**src/rtl/fifo_arb_pkg.sv**
```systemverilog
// Shared types for the FIFO write arbiter.
// Build option: FIFO_ARB_PRIORITY_EN makes requester 0 strict-priority.
package fifo_arb_pkg;

  typedef enum logic {
    IDLE  = 1'b0,
    GRANT = 1'b1
  } state_t;

  function automatic int id_w(input int n);
    return (n < 2) ? 1 : $clog2(n);
  endfunction

endpackage

```
**src/rtl/fifo_write_arbiter_if.sv**
```systemverilog
// Requester handshakes and FIFO write port of the arbiter.
// The arbiter takes the slave view; producers/FIFO take the master view.
interface fifo_write_arbiter_if #(
  parameter int n_req      = 4,
  parameter int data_width = 8,
  parameter int fifo_depth = 16
);
  localparam int cw = $clog2(fifo_depth) + 1;

  logic [n_req-1:0]            req_valid;
  logic [n_req*data_width-1:0] req_data;
  logic [n_req-1:0]            req_ready;
  logic                        fifo_write;
  logic [data_width-1:0]       fifo_data_in;
  logic [cw-1:0]               fifo_count;

  modport master (
    output req_valid, req_data, fifo_count,
    input  req_ready, fifo_write, fifo_data_in
  );

  modport slave (
    input  req_valid, req_data, fifo_count,
    output req_ready, fifo_write, fifo_data_in
  );
endinterface

```
**src/rtl/fifo_write_arbiter_rr_pick.sv**
```systemverilog
// Rotating priority encoder: first request at or after start.
// FIFO_ARB_PRIORITY_EN lets requester 0 win whenever it is valid.
module rr_pick
  import fifo_arb_pkg::*;
#(
  parameter  int n_req = 4,
  localparam int iw    = id_w(n_req)
) (
  input  logic [n_req-1:0] req,
  input  logic [iw-1:0]    start,
  input  logic [n_req-1:0] exclude,
  output logic             found,
  output logic [iw-1:0]    idx
);

  logic [n_req-1:0] cand;
  logic [iw-1:0]    pos;

  always_comb begin
    cand = req & ~exclude;
    // excluded requester is still eligible if nobody else asks
    if (cand == '0)
      cand = req;
    found = 1'b0;
    idx   = '0;
    pos   = '0;
    for (int k = n_req - 1; k >= 0; k--) begin
      pos = iw'((int'(start) + k) % n_req);
      if (cand[pos]) begin
        found = 1'b1;
        idx   = pos;
      end
    end
`ifdef FIFO_ARB_PRIORITY_EN
    if (req[0]) begin
      found = 1'b1;
      idx   = '0;
    end
`else
`endif
  end

endmodule

```
**src/rtl/fifo_write_arbiter.sv**
```systemverilog
// Round-robin burst arbiter for one FIFO write port.
// Build option: FIFO_ARB_PRIORITY_EN (strict priority for requester 0).
module fifo_write_arbiter
  import fifo_arb_pkg::*;
#(
  parameter  int n_req      = 4,
  parameter  int data_width = 8,
  parameter  int fifo_depth = 16,
  parameter  int max_burst  = 4,
  localparam int iw         = id_w(n_req)
) (
  input  logic                  clk,
  input  logic                  reset,
  fifo_write_arbiter_if.slave   bus,
  output logic [iw-1:0]         grant_id,
  output logic                  busy
);

  localparam int cw = $clog2(fifo_depth) + 1;
  localparam int sw = cw + 1;
  localparam int bw = $clog2(max_burst + 1);

  state_t           state, state_n;
  logic [iw-1:0]    grant_n, last, last_n;
  logic [bw-1:0]    burst_cnt, burst_n;
  logic [sw-1:0]    level;
  logic             space, xfer, rel, cur_valid;
  logic [n_req-1:0] gmask, excl;
  logic [iw-1:0]    start;
  logic             found;
  logic [iw-1:0]    idx;
  logic [data_width-1:0] cur_data;

  function automatic logic [iw-1:0] inc(input logic [iw-1:0] x);
    return (x == iw'(n_req - 1)) ? '0 : x + 1'b1;
  endfunction

  // the registered write is not yet in count, so include it
  assign level = {1'b0, bus.fifo_count} + sw'(bus.fifo_write);
  assign space = level < sw'(fifo_depth);

  assign gmask     = n_req'(1) << grant_id;
  assign cur_valid = bus.req_valid[grant_id];
  assign cur_data  = bus.req_data[int'(grant_id)*data_width +: data_width];
  assign xfer      = (state == GRANT) && cur_valid && space;
  assign busy      = (state == GRANT);

  assign bus.req_ready = (state == GRANT && space) ? gmask : '0;

  assign rel = (state == GRANT) &&
    (!cur_valid ||
     (xfer && ({1'b0, burst_cnt} + 1'b1 == (bw+1)'(max_burst))));

  rr_pick #(.n_req(n_req)) u_pick (
    .req     (bus.req_valid),
    .start   (start),
    .exclude (excl),
    .found   (found),
    .idx     (idx)
  );

  always_comb begin
    state_n = state;
    grant_n = grant_id;
    last_n  = last;
    burst_n = burst_cnt;
    start   = inc(last);
    excl    = '0;
    unique case (1'b1)
      state == IDLE: begin
        if (found) begin
          state_n = GRANT;
          grant_n = idx;
          burst_n = '0;
        end
      end
      default: begin
        start = inc(grant_id);
        excl  = gmask;
        if (xfer)
          burst_n = burst_cnt + 1'b1;
        if (rel) begin
          last_n = grant_id;
          if (found) begin
            grant_n = idx;
            burst_n = '0;
          end else begin
            state_n = IDLE;
          end
        end
      end
    endcase
  end

  always_ff @(posedge clk or negedge reset) begin
    if (!reset) begin
      state            <= IDLE;
      grant_id         <= '0;
      last             <= iw'(n_req - 1);
      burst_cnt        <= '0;
      bus.fifo_write   <= 1'b0;
      bus.fifo_data_in <= '0;
    end else begin
      state          <= state_n;
      grant_id       <= grant_n;
      last           <= last_n;
      burst_cnt      <= burst_n;
      bus.fifo_write <= xfer;
      if (xfer)
        bus.fifo_data_in <= cur_data;
    end
  end

endmodule
```
**src/flat_wrapper.sv**
```systemverilog
// flat-port wrapper written by rule: the top's interface ports become plain ports
module fifo_write_arbiter_flat import fifo_arb_pkg::*;
#(
  parameter  int n_req      = 4,
  parameter  int data_width = 8,
  parameter  int fifo_depth = 16,
  parameter  int max_burst  = 4,
  localparam int iw         = id_w(n_req)
)
  (clk, reset, grant_id, busy, bus_req_valid, bus_req_data, bus_fifo_count, bus_req_ready, bus_fifo_write, bus_fifo_data_in);
  fifo_write_arbiter_if #(.n_req(n_req), .data_width(data_width), .fifo_depth(fifo_depth)) bus_i ();
  input  logic clk;
  input  logic reset;
  output logic [iw-1:0] grant_id;
  output logic busy;
  input wire logic [$bits(bus_i.req_valid)-1:0] bus_req_valid;
  input wire logic [$bits(bus_i.req_data)-1:0] bus_req_data;
  input wire logic [$bits(bus_i.fifo_count)-1:0] bus_fifo_count;
  output wire logic [$bits(bus_i.req_ready)-1:0] bus_req_ready;
  output wire logic [$bits(bus_i.fifo_write)-1:0] bus_fifo_write;
  output wire logic [$bits(bus_i.fifo_data_in)-1:0] bus_fifo_data_in;
  assign bus_i.req_valid = bus_req_valid;
  assign bus_i.req_data = bus_req_data;
  assign bus_i.fifo_count = bus_fifo_count;
  assign bus_req_ready = bus_i.req_ready;
  assign bus_fifo_write = bus_i.fifo_write;
  assign bus_fifo_data_in = bus_i.fifo_data_in;
  fifo_write_arbiter #(.n_req(n_req), .data_width(data_width), .fifo_depth(fifo_depth), .max_burst(max_burst)) u_core (.clk(clk), .reset(reset), .bus(bus_i), .grant_id(grant_id), .busy(busy));
endmodule
```
**config.mk**
```make
export PLATFORM = sky130hd
export DESIGN_NAME = fifo_write_arbiter_flat
export DESIGN_NICKNAME = d
export VERILOG_FILES = /design/src/rtl/fifo_arb_pkg.sv /design/src/rtl/fifo_write_arbiter_if.sv /design/src/rtl/fifo_write_arbiter_rr_pick.sv /design/src/rtl/fifo_write_arbiter.sv /design/src/flat_wrapper.sv
export SDC_FILE = /design/constraint.sdc
export NUM_CORES = 1
export LEC_CHECK = 0
export ABC_AREA = 1
export BUFFER_PORTS_ARGS = -buffer_cell sky130_fd_sc_hd__buf_2
export CAP_MARGIN = 20
export CORE_UTILIZATION = 50
export DETAILED_ROUTE_END_ITERATION = 10
export PLACE_DENSITY = 0.9
export SLEW_MARGIN = 20
export SYNTH_ARGS = -nofsm -noshare
export SYNTH_HDL_FRONTEND = slang
export SYNTH_HIERARCHICAL = 1
export SYNTH_SLANG_ARGS = --single-unit
```
**constraint.sdc**
```tcl
create_clock -name clk -period 5.2 [get_ports clk]
set_clock_uncertainty 0.1 [all_clocks]
set_input_delay 0.78 -clock clk [delete_from_list [all_inputs] [get_ports clk]]
set_output_delay 0.78 -clock clk [all_outputs]
set_load 0.02 [all_outputs]
```
Word level (Yosys, flattened, before mapping)
Index checks and enable logic that the tools add are counted.
{ "totals": {"reg_bits": 17, "out_inout_bits": 16, "n_memories": 0, "latchBits": 0, "romBits": 0, "ramBits": 0} }
{ "classes": {"n_eq_ne": 4, "n_mux": 35, "n_bitwise": 2, "order_cmp": 6, "addsub": 8, "shift": 2, "div_mod_pow": 0, "n_mul": 0, "reduce_logical": 10} }
{ "op_table": {"columns": ["cell", "count"], "rows": [
  ["32-bit by 6-bit indexed part select with 8-bit output", 1],
  ["2-bit two-way mux", 10],
  ["2-bit by 3-bit less-than comparator with 1-bit output, second input constant", 5],
  ["3-bit two-way mux", 5],
  ["1-bit two-way mux", 12],
  ["4-bit two-way mux", 3],
  ["1-bit binary-select mux with 2-bit select", 5],
  ["2-bit by 1-bit adder with 2-bit output, second input constant", 3],
  ["5-bit by 1-bit adder with 6-bit output", 1],
  ["6-bit by 5-bit less-than comparator with 1-bit output, second input constant", 1],
  ["1-bit logical AND", 5],
  ["2-bit adder, second input constant", 2],
  ["3-bit by 1-bit adder with 4-bit output, second input constant", 1],
  ["4-bit bitwise AND", 1],
  ["2-bit equality test, second input constant", 2],
  ["4-bit by 3-bit equality test with 1-bit output, second input constant", 1],
  ["4-bit zero test", 1],
  ["4-bit NOT", 1],
  ["1-bit by 2-bit left shift with 4-bit output, first input constant", 1],
  ["3-bit by 1-bit adder with 3-bit output, second input constant", 1],
  ["2-bit inequality test, second input constant", 1],
  ["2-bit AND reduction", 1],
  ["2-bit nonzero test", 1],
  ["1-bit zero test", 1],
  ["1-bit logical OR", 1]
]} }

Logic depth before layout (Yosys ltp)
Gate-level depths: netlist (run 1).
{ "logic_depth": {"word_depth": 15, "mapped_depth": 22, "depth_no_buf": 20} }

Hierarchy
The synthesis (run 1) kept the hierarchy.
{ "by_module_without_submodules": {"columns": ["mod", "area_each_um2", "cells_per_inst", "instances"], "rows": [
  ["fifo_write_arbiter", 1283.7, 190, 1],
  ["rr_pick", 256.5, 55, 1]
]} }

Least setup slack after synthesis (run 1)
No wires, ideal clock.
{ "synth_path": {"kind": "reg2reg", "from": "register u_core.grant_id[0]", "to": "register u_core.grant_id[0]", "t_arrival_ns": 2.240, "t_required_ns": 4.983, "path_slack_ns": 2.743, "stages_incl_launch_ff": 18, "synth_period_minus_slack_ns": 2.457, "path_cell_list": "dfrtp_1 inv_1 buf_2 buf_4 ha_1 mux2_2 xor2_1 inv_1 nand3_1 nand2_1 inv_1 nand2_2 nand2_1 nand2_1 nand2_1 inv_1 nand3_1 nand2_1"} }
{ "synth_via": {"word_cells_on_any_way": 41, "cone_classes": "add/sub: 4; eq/ne: 2; shift: 1; mux: 25; bitwise: 2; reduce/logical: 7"} }
{ "synth_rtl": {"columns": ["item", "line", "rtl"], "rows": [
  ["from (decl)", "fifo_write_arbiter.sv:15", "output logic [iw-1:0] grant_id,"],
  ["from (signal assigned)", "fifo_write_arbiter.sv:105", "grant_id <= grant_n;"],
  ["2-bit by 1-bit adder with 2-bit output / 2-bit equality test (equally long branches)", "fifo_write_arbiter.sv:35", "return (x == iw'(n_req - 1)) ? '0 : x + 1'b1;"],
  ["2-bit two-way mux (*)", "fifo_write_arbiter.sv:35", null],
  ["2-bit two-way mux (*)", "fifo_write_arbiter.sv:69", "unique case (1'b1)"],
  ["net u_core.start[1]", "fifo_write_arbiter.sv:29", "logic [iw-1:0] start;"],
  ["2-bit adder", "fifo_write_arbiter_rr_pick.sv:28", "pos = iw'((int'(start) + k) % n_req);"],
  ["1-bit binary-select mux with 2-bit select", "fifo_write_arbiter_rr_pick.sv:29", "if (cand[pos]) begin"],
  ["1-bit two-way mux (implied by the code)", "fifo_write_arbiter_rr_pick.sv:29", null],
  ["2-bit two-way mux (3 in series)", "fifo_write_arbiter_rr_pick.sv:29", null],
  ["2-bit two-way mux (*)", "fifo_write_arbiter_rr_pick.sv:29", null],
  ["net u_core.idx[0]", "fifo_write_arbiter.sv:31", "logic [iw-1:0] idx;"],
  ["2-bit two-way mux (*)", "fifo_write_arbiter.sv:71, fifo_write_arbiter.sv:84", null],
  ["2-bit two-way mux", "fifo_write_arbiter.sv:82", "if (rel) begin"],
  ["2-bit two-way mux (*)", "fifo_write_arbiter.sv:69", null]
]} }
Mark *: on every way through the listed nets, which the timed path passes. The rest lies on a longest branch. The select of a mux whose other input is x is not followed.
A chain may end at the register's enable or synchronous reset.

Final worst setup path (run 1)
{ "layout_path": {"from": "register u_core.grant_id[0]", "to": "register u_core.burst_cnt[0]"} }
{ "layout_via": {"elab_chain_cells": 15, "word_cells_on_any_way": 38, "cone_classes": "add/sub: 4; eq/ne: 1; shift: 1; mux: 22; bitwise: 2; reduce/logical: 8"} }
{ "layout_lines": {"columns": ["item", "line", "rtl"], "rows": [
  ["1-bit by 2-bit left shift with 4-bit output (*)", "fifo_write_arbiter.sv:42", "assign gmask = n_req'(1) << grant_id;"],
  ["4-bit two-way mux (*)", "fifo_write_arbiter.sv:69", null],
  ["net u_core.excl[2]", "fifo_write_arbiter.sv:28", "logic [n_req-1:0] gmask, excl;"],
  ["4-bit NOT (*)", "fifo_write_arbiter_rr_pick.sv:20", "cand = req & ~exclude;"],
  ["4-bit bitwise AND (*)", "fifo_write_arbiter_rr_pick.sv:20", null],
  ["4-bit zero test", "fifo_write_arbiter_rr_pick.sv:22", "if (cand == '0)"],
  ["4-bit two-way mux (*)", "fifo_write_arbiter_rr_pick.sv:22", null],
  ["1-bit binary-select mux with 2-bit select", "fifo_write_arbiter_rr_pick.sv:29", null],
  ["1-bit two-way mux (implied by the code)", "fifo_write_arbiter_rr_pick.sv:29", null],
  ["1-bit two-way mux (3 in series)", "fifo_write_arbiter_rr_pick.sv:29", null],
  ["1-bit two-way mux (*)", "fifo_write_arbiter_rr_pick.sv:29", null],
  ["net u_core.found", "fifo_write_arbiter.sv:30", "logic found;"],
  ["3-bit two-way mux", "fifo_write_arbiter.sv:84", "if (found) begin"],
  ["3-bit two-way mux", "fifo_write_arbiter.sv:82", null],
  ["3-bit two-way mux", "fifo_write_arbiter.sv:69", null],
  ["to (signal assigned)", "fifo_write_arbiter.sv:107", "burst_cnt <= burst_n;"],
  ["to (decl)", "fifo_write_arbiter.sv:25", "logic [bw-1:0] burst_cnt, burst_n;"]
]} }
Marks and branches as above.

==> results of run 1 <==
-- worst max-delay path, cell delays in order, from the launching register on --
cell     delay (ps)
dfrtp_1         810
inv_1           480
ha_1            370
nand2_1          70
inv_1            40
inv_1            40
nand2_1          80
nand2_2         100
nor2_4           40
nand2_1          70
nand3_1         110
nand2_1         120
nand2_1          70
a21oi_1         120
nand2_1         140
inv_1           100
nand2_1          50
nand2_1         110
nand2_1          70
nand2_1          50
-- area by class of cell --
| type | instances | share of cell area (%) |
|---|---|---|
| clock inverters | 1 | 0.407 |
| multi-input cells | 185 | 50.3 |
| flip-flops and latches | 17 | 23.2 |
| clock buffers | 3 | 1.22 |
| repair buffers | 58 | 15.7 |
| inverters | 35 | 7.11 |
| well taps | 31 | 2.10 |
-- synth_stat cells (2+ instances only) --
cell / count / share of area, %
nand2_2: 8 / 3.2
buf_2: 3 / 0.97
inv_1: 34 / 8.3
nand2_1: 83 / 20
o22ai_1: 8 / 3.2
buf_6: 2 / 1.5
ha_1: 7 / 5.7
o21ai_0: 18 / 5.8
nand3_1: 24 / 7.8
nand2_4: 3 / 2.2
dfrtp_1: 15 / 24
clkbuf_1: 2 / 0.49
dfstp_2: 2 / 3.4
nor2_4: 2 / 1.5
nor2_1: 24 / 5.8
-- path summary, 6_finish.rpt --
kind | start | endpoint | slack, ps | depth (start not counted)
min in group clk | u_core/bus.fifo_data_in[6] | u_core/bus.fifo_data_in[6] | 390 | 2
min reg2reg | u_core/bus.fifo_data_in[6] | u_core/bus.fifo_data_in[6] | 390 | 2
max reg2reg | u_core/grant_id[0] | u_core/burst_cnt[0] | 1990 | 19
max | u_core/grant_id[0] | u_core/burst_cnt[0] | 1990 | 19
min | reset | u_core/grant_id[1] | 280 | 1
max in group asynchronous | reset | u_core/last[1] | 4420 | 1
-- state kept, by name (all words and copies together) (netlist names) --
name / count
u_core/last: 2
u_core/bus.fifo_data_in: 8
u_core/busy: 1
u_core/burst_cnt: 3
u_core/grant_id: 2
u_core/bus.fifo_write: 1
-- cells in the final DEF, fill, tap and decap left out, types with 2 or more instances in the layout --
cell type and count:
nand2_4 3, o22ai_1 8, ha_1 7, o21ai_0 18, inv_1 34, dfstp_2 2, nand2_1 83, buf_2 58
nor2_1 24, clkbuf_4 3, nor2_4 2, dfrtp_1 15, nand3_1 24, nand2_2 8
-- per-layer routing --
| metal | global-route usage (%) | up-vias | wire [µm] | part of all wire (%) |
|---|---|---|---|---|
| met5 | 0 | - | 0 | 0 |
| li1 | - | 873 | - | - |
| met3 | 4.54 | 2 | 258 | 7.3 |
| met2 | 37.0 | 84 | 1600 | 45 |
| met4 | 3.14 | 0 | 24 | 0.67 |
| met1 | 33.2 | 726 | 1680 | 47 |
-- kinds of logic (layout without fill, tap and decap cells) --
logic type,after synthesis,count (layout),synth area share (%)
and+or+nand+nor,147,147,43.1
buffers and inverters,43,97,11.9
AOI/OAI and AO/OA,29,29,10.2
DFF,17,17,27.8
adders and majority gates,7,7,5.69
xor gates and xnor gates,1,1,0.569
muxes,1,1,0.731
-- report_power, final --
group | leakage (nW) | switching [mW] | internal, mW
logic | 0.895 | 0.571 | 0.316
registers | 0.207 | 0.0773 | 0.198
clock network | 0.0139 | 0.0431 | 0.0293
total | 1.12 | 0.692 | 0.542
==> results.md, run 1 <==
* Area Growth Syn to Fin at 19.9%
* Post-synth ARST share at 100%
* DR vias/cell at just over 5
* #FFs+latches synth at 17
* Total power per unit cell area at approximately 670 mW/mm²
* Least-Margin Pin Slew at around 770 ps
* Dpl cells at between 300 and 400
* Synthesized area per cell at approximately 6.3 µm²
* Non-Filler Instances at 330
* Gr usage total at between 20% and 30%
* IO Pins at 59
* H-tree depth at 1
* Startpoint types: register
* DIE AREA at between 0.003 and 0.004 mm²
* Port Buffers at 58
* Sequential share of the synthesized area at approximately 28%
* Core ar. at between 0.002 and 0.003 mm²
* Vias at 1685
* Initial core utilization at 54.4%
* DRT antenna net count at 0
* Reg area at around 430 µm²
* # hold bufs at CTS at 0
* Vias in the first global route at 1399
* Crit path DAT at between 3000 and 4000 ps
* Critical Path Fanout Max at 23
* Gate Count Post-Synth at approximately 250
* # nets final at 350
* Multi-input logic area at around 930 µm²
* Worst hold slack at approximately 280 ps
* VDD IR max at roughly 0.00035 V
* Fin crit period at about 3200 ps
* Max Freq at ~0.31 GHz
* Element type at the critical path end: register
* Wire length per cell at between 10 and 15 µm
* Mapped cell area at 0.00154 mm²
* Fin worst setup slack at 1990 ps
* Reg clk slew, reported paths at ~110 ps
* Diodes inserted at 0
* Final Hold Viols at 0
* Site Rows at 19
* Failing checks: design-rule violations
* Prevailing post-synth register cell: dfrtp_1
* WP data required at about 5300 ps
* CTS tree: built
* Pre-antenna DRT Iters at 7
* Crit Path Category: reg2reg
* Hpwl dp at ~2800 µm
* Pre-CTS WS at 2090 ps
* Outcome: finished with violations
* Number of synthesized flops with an enable pin at 0
* Hold WC Path Type: in2async
* DRT Wirelength at approximately 3600 µm
* Setup TNS at 0 ps
* Layout cells sized above 1 at a little over a quarter
* Largest net degree at the start of global routing at 24
* Post-CTS Setup Bufs at 0
* Die W at approximately 58 µm
* RD Place Congestion at slightly below 0.9
* First-pass GRT wire length at around 6000 µm
* Post-route clock period utilization at 61.8%
* Clock buffer count from CTS at 3
* Slew Limit Headroom at between 40 and 50%
* Clock Sinks at 17
* First DRT Iteration DRCs at 63
* Leak at approximately 1.1 nW
* Yosys cell types at 25
* RSZ-0062 raised after global routing: false
* Overflow after GRT at 0
* CTS resizes at 0
* Cell Area, Placed at 0.00182 mm²
* Final core occ at 65.3%
* Number of max-cap violations at 0
* Residual DRC at 2
* Total power at 1.23 mW
* Antenna violations before repair at 0
* Endpoints failing setup at 0
* Syn. warnings at 6
* Worst-skew pair later-pin latency at 290 ps
* Post-route cell area at between 0.0015 and 0.002 mm²
* Die height at between 50 and 60 µm
* CTS max path bufs at 2
* CTS root buf: clkbuf_4
* Syn Nets at about 300
* Fill cells at roughly 250
* Pins Over Slew Limit at 0
No activity file was read; power rests on OpenSTA's default activity.
==> run 2: changes to the inputs <==
--- a/config.mk
+++ b/config.mk
@@ -8,9 +8,9 @@
 export ABC_AREA = 1
 export BUFFER_PORTS_ARGS = -buffer_cell sky130_fd_sc_hd__buf_2
 export CAP_MARGIN = 20
-export CORE_UTILIZATION = 50
+export CORE_UTILIZATION = 49
 export DETAILED_ROUTE_END_ITERATION = 10
-export PLACE_DENSITY = 0.9
+export PLACE_DENSITY = 0.89
 export SLEW_MARGIN = 20
 export SYNTH_ARGS = -nofsm -noshare
 export SYNTH_HDL_FRONTEND = slang
==> constraint.sdc (replaced) <==
create_clock -name clk -period 3.25 [get_ports clk]
set_clock_uncertainty 0.1 [all_clocks]
set_input_delay 0.4875 -clock clk [delete_from_list [all_inputs] [get_ports clk]]
set_output_delay 0.4875 -clock clk [all_outputs]
set_load 0.02 [all_outputs]
==> results.md, run 2 (synthesized netlist as in run 1, its figures left out) <==
* CTS root buf: clkbuf_4
* Clock Sinks at 17 (unchanged)
* Most numerous cell on the critical path: nand2_1
* DRT antenna net count at 0 (unchanged)
* Initial core utilization at 53.5% (-0.90 points)
* CTS resizes at 0 (unchanged)
* Site Rows at 19 (unchanged)
* Pre-antenna DRT Iters at 7 (unchanged)
* Post-CTS Setup Bufs at 0 (unchanged)
* Area Growth Syn to Fin at 22.0%
* Startpoint types: register
* Clock buffer count from CTS at 3 (unchanged)
* Antenna violations before repair at 0 (unchanged)
* Hold WC Path Type: in2async
* Family with the most delay on the worst path: simple AND/OR/NAND/NOR gates
* Port Buffers at 58 (unchanged)
* Critical-path cell list: inv_1, ha_1, nand2_1, inv_1, inv_1, nand2_1, nand2_2, nor2_4, nand2_1, nand3_1, nand2_1, nand2_1, a21oi_1, nand2_1, inv_1, nand2_1, nand2_1, nand2_1, nand2_1
* CTS tree: built
* First-pass GRT wire length at 6200 µm (+2.9%)
* Pins Over Slew Limit at 0 (unchanged)
* Total power per unit cell area at 1060 mW/mm² (+58%)
* Worst-skew pair later-pin latency at 280 ps (about the same)
* IO Pins at 59 (unchanged)
* Layout cells sized above 1 at 27.5% (+0.39 points)
* Outcome: finished with violations
* CTS max path bufs at 2 (unchanged)
* Most frequent cells in the layout: 83 x nand2_1, 58 x buf_2, 34 x inv_1, 24 x nand3_1, 24 x nor2_1
* Least-Margin Pin Slew at 766 ps (-3.02 ps)
* Max Freq at 0.376 GHz (+21%)
* H-tree depth at 1 (unchanged)
* Vias in the first global route at 1532 (+9.5%)
* Crit path buf inv count at 4 (unchanged)
* Final core occ at 65.3% (about the same)
* Leak at 1.13 nW (+1.3%)
* Final Hold Viols at 0 (unchanged)
* Largest net degree at the start of global routing at 18 (-25%)
* VDD IR max at 0.000516 V (+46%)
* Endpoints failing setup at 0 (unchanged)
* Hpwl dp at 2890 µm (+2.3%)
* Slowest-stage cell, CP: dfrtp_1
* First DRT Iteration DRCs at 53 (-16%)
* Failing checks: design-rule violations
* Core ar. at 0.00288 mm² (+1.7%)
* Reg clk slew, reported paths at 90 ps (-20 ps)
* Stages on the worst setup path at 19 (unchanged)
* Fill cells at 266 (+4.7%)
* Crit path largest cell delay at 610 ps (-200 ps)
* Gr usage total at 23.3% (+0.14 points)
* Fin crit period at 2660 ps (-555 ps)
* Slew Limit Headroom at 48.5% (+0.20 points)
* Overflow after GRT at 0 (unchanged)
* DIE AREA at 0.00337 mm² (+2.0%)
* Element type at the critical path end: register
* Number of max-cap violations at 0 (unchanged)
* Setup TNS at 0 ps (unchanged)
* Residual DRC at 2 (unchanged)
* Total power at 1.99 mW (+61%)
* RD Place Congestion at 0.858 (-1.1%)
* Largest reg by FF count: u_core/bus.fifo_data_in
* Die W at 58.1 µm (+0.98%)
* Diodes inserted at 0 (unchanged)
* Wire length per cell at 10.4 µm (-3.8%)
* Post-route clock period utilization at 81.9% (+20 points)
* Die height at 58.1 µm (+0.98%)
* WP data required at 3380 ps (-1950 ps)
* Crit Path Category: reg2reg
* Critical Path Fanout Max at 14 (-39%)
* # hold bufs at CTS at 0 (unchanged)
* Top flop regs: u_core/bus.fifo_data_in x8, u_core/burst_cnt x3
* # nets final at 353 (+0.86%)
* DR vias/cell at 4.94 (-3.3%)
* Crit path DAT at 2790 ps (-560 ps)
* DRT Wirelength at 3570 µm (+0.31%)
* Vias at 1699 (+0.83%)
* Commonest non-fill, non-tap cell in the layout: nand2_1
* RSZ-0062 raised after global routing: false
* Worst reg2reg path depth at 19 (unchanged)
* Max reg flops at 8 (unchanged)
-- run 2: cell count changes in the layout (fill, tap and decap cells not counted) --
cell        before  now
buf_4            0    3
clkbuf_1         0    1
clkinvlp_4       1    0
-- run 2: layout make-up --
type / count / area [µm²] / share of cell area (%)
clock buffers: 4 / 26.3 / 1.40
multi-input cells: 185 / 928 / 49.4
inverters: 35 / 131 / 6.99
flip-flops and latches: 17 / 428 / 22.8
well taps: 42 / 52.6 / 2.80
repair buffers: 61 / 313 / 16.6
-- run 2: final timing paths --
check | slack, ps | from | endpoint
worst max-delay path | 590 | u_core/grant_id[1] | u_core/burst_cnt[2]
worst min-delay path | 3 | reset | u_core/bus.fifo_write
worst max register to register | 590 | u_core/grant_id[1] | u_core/burst_cnt[2]
worst min register to register | 380 | u_core/bus.fifo_data_in[6] | u_core/bus.fifo_data_in[6]
max in group asynchronous | 2740 | reset | u_core/last[1]
min in group clk | 380 | u_core/bus.fifo_data_in[6] | u_core/bus.fifo_data_in[6]
-- run 2: worst register-to-register path, delay by kind of cell, from the launching register on --
kind,cells,cell delay (ps)
simple gates,13,1060
compound gates,1,110
buf+inv,4,450
fa+ha+maj,1,280
flops,1,610
-- run 2: through the flow --
stage,std cells,instance area [µm²],setup slack [ps],hold slack [ps]
after CTS,344,1880,597,9.42
final,344,1880,590,3.45
after global placement,340,1850,695,320
after floorplan,245,1540,793,91.9
after global routing,344,1880,248,5.79
after detailed placement,340,1850,610,323
-- run 2: power by group --
group          internal (mW)  switching, mW  leakage [nW]
clock                 0.0476         0.0612        0.0150
combinational          0.526          0.946         0.909
sequential             0.317         0.0923         0.207
total                  0.891           1.10          1.13
-- run 2: per-layer routing --
layer | share of wire [%] | GRT usage [%]
met5 | 0 | 0
met4 | 2.1 | 6.12
met3 | 6.4 | 4.69
met2 | 46 | 39.7
met1 | 45 | 30.0
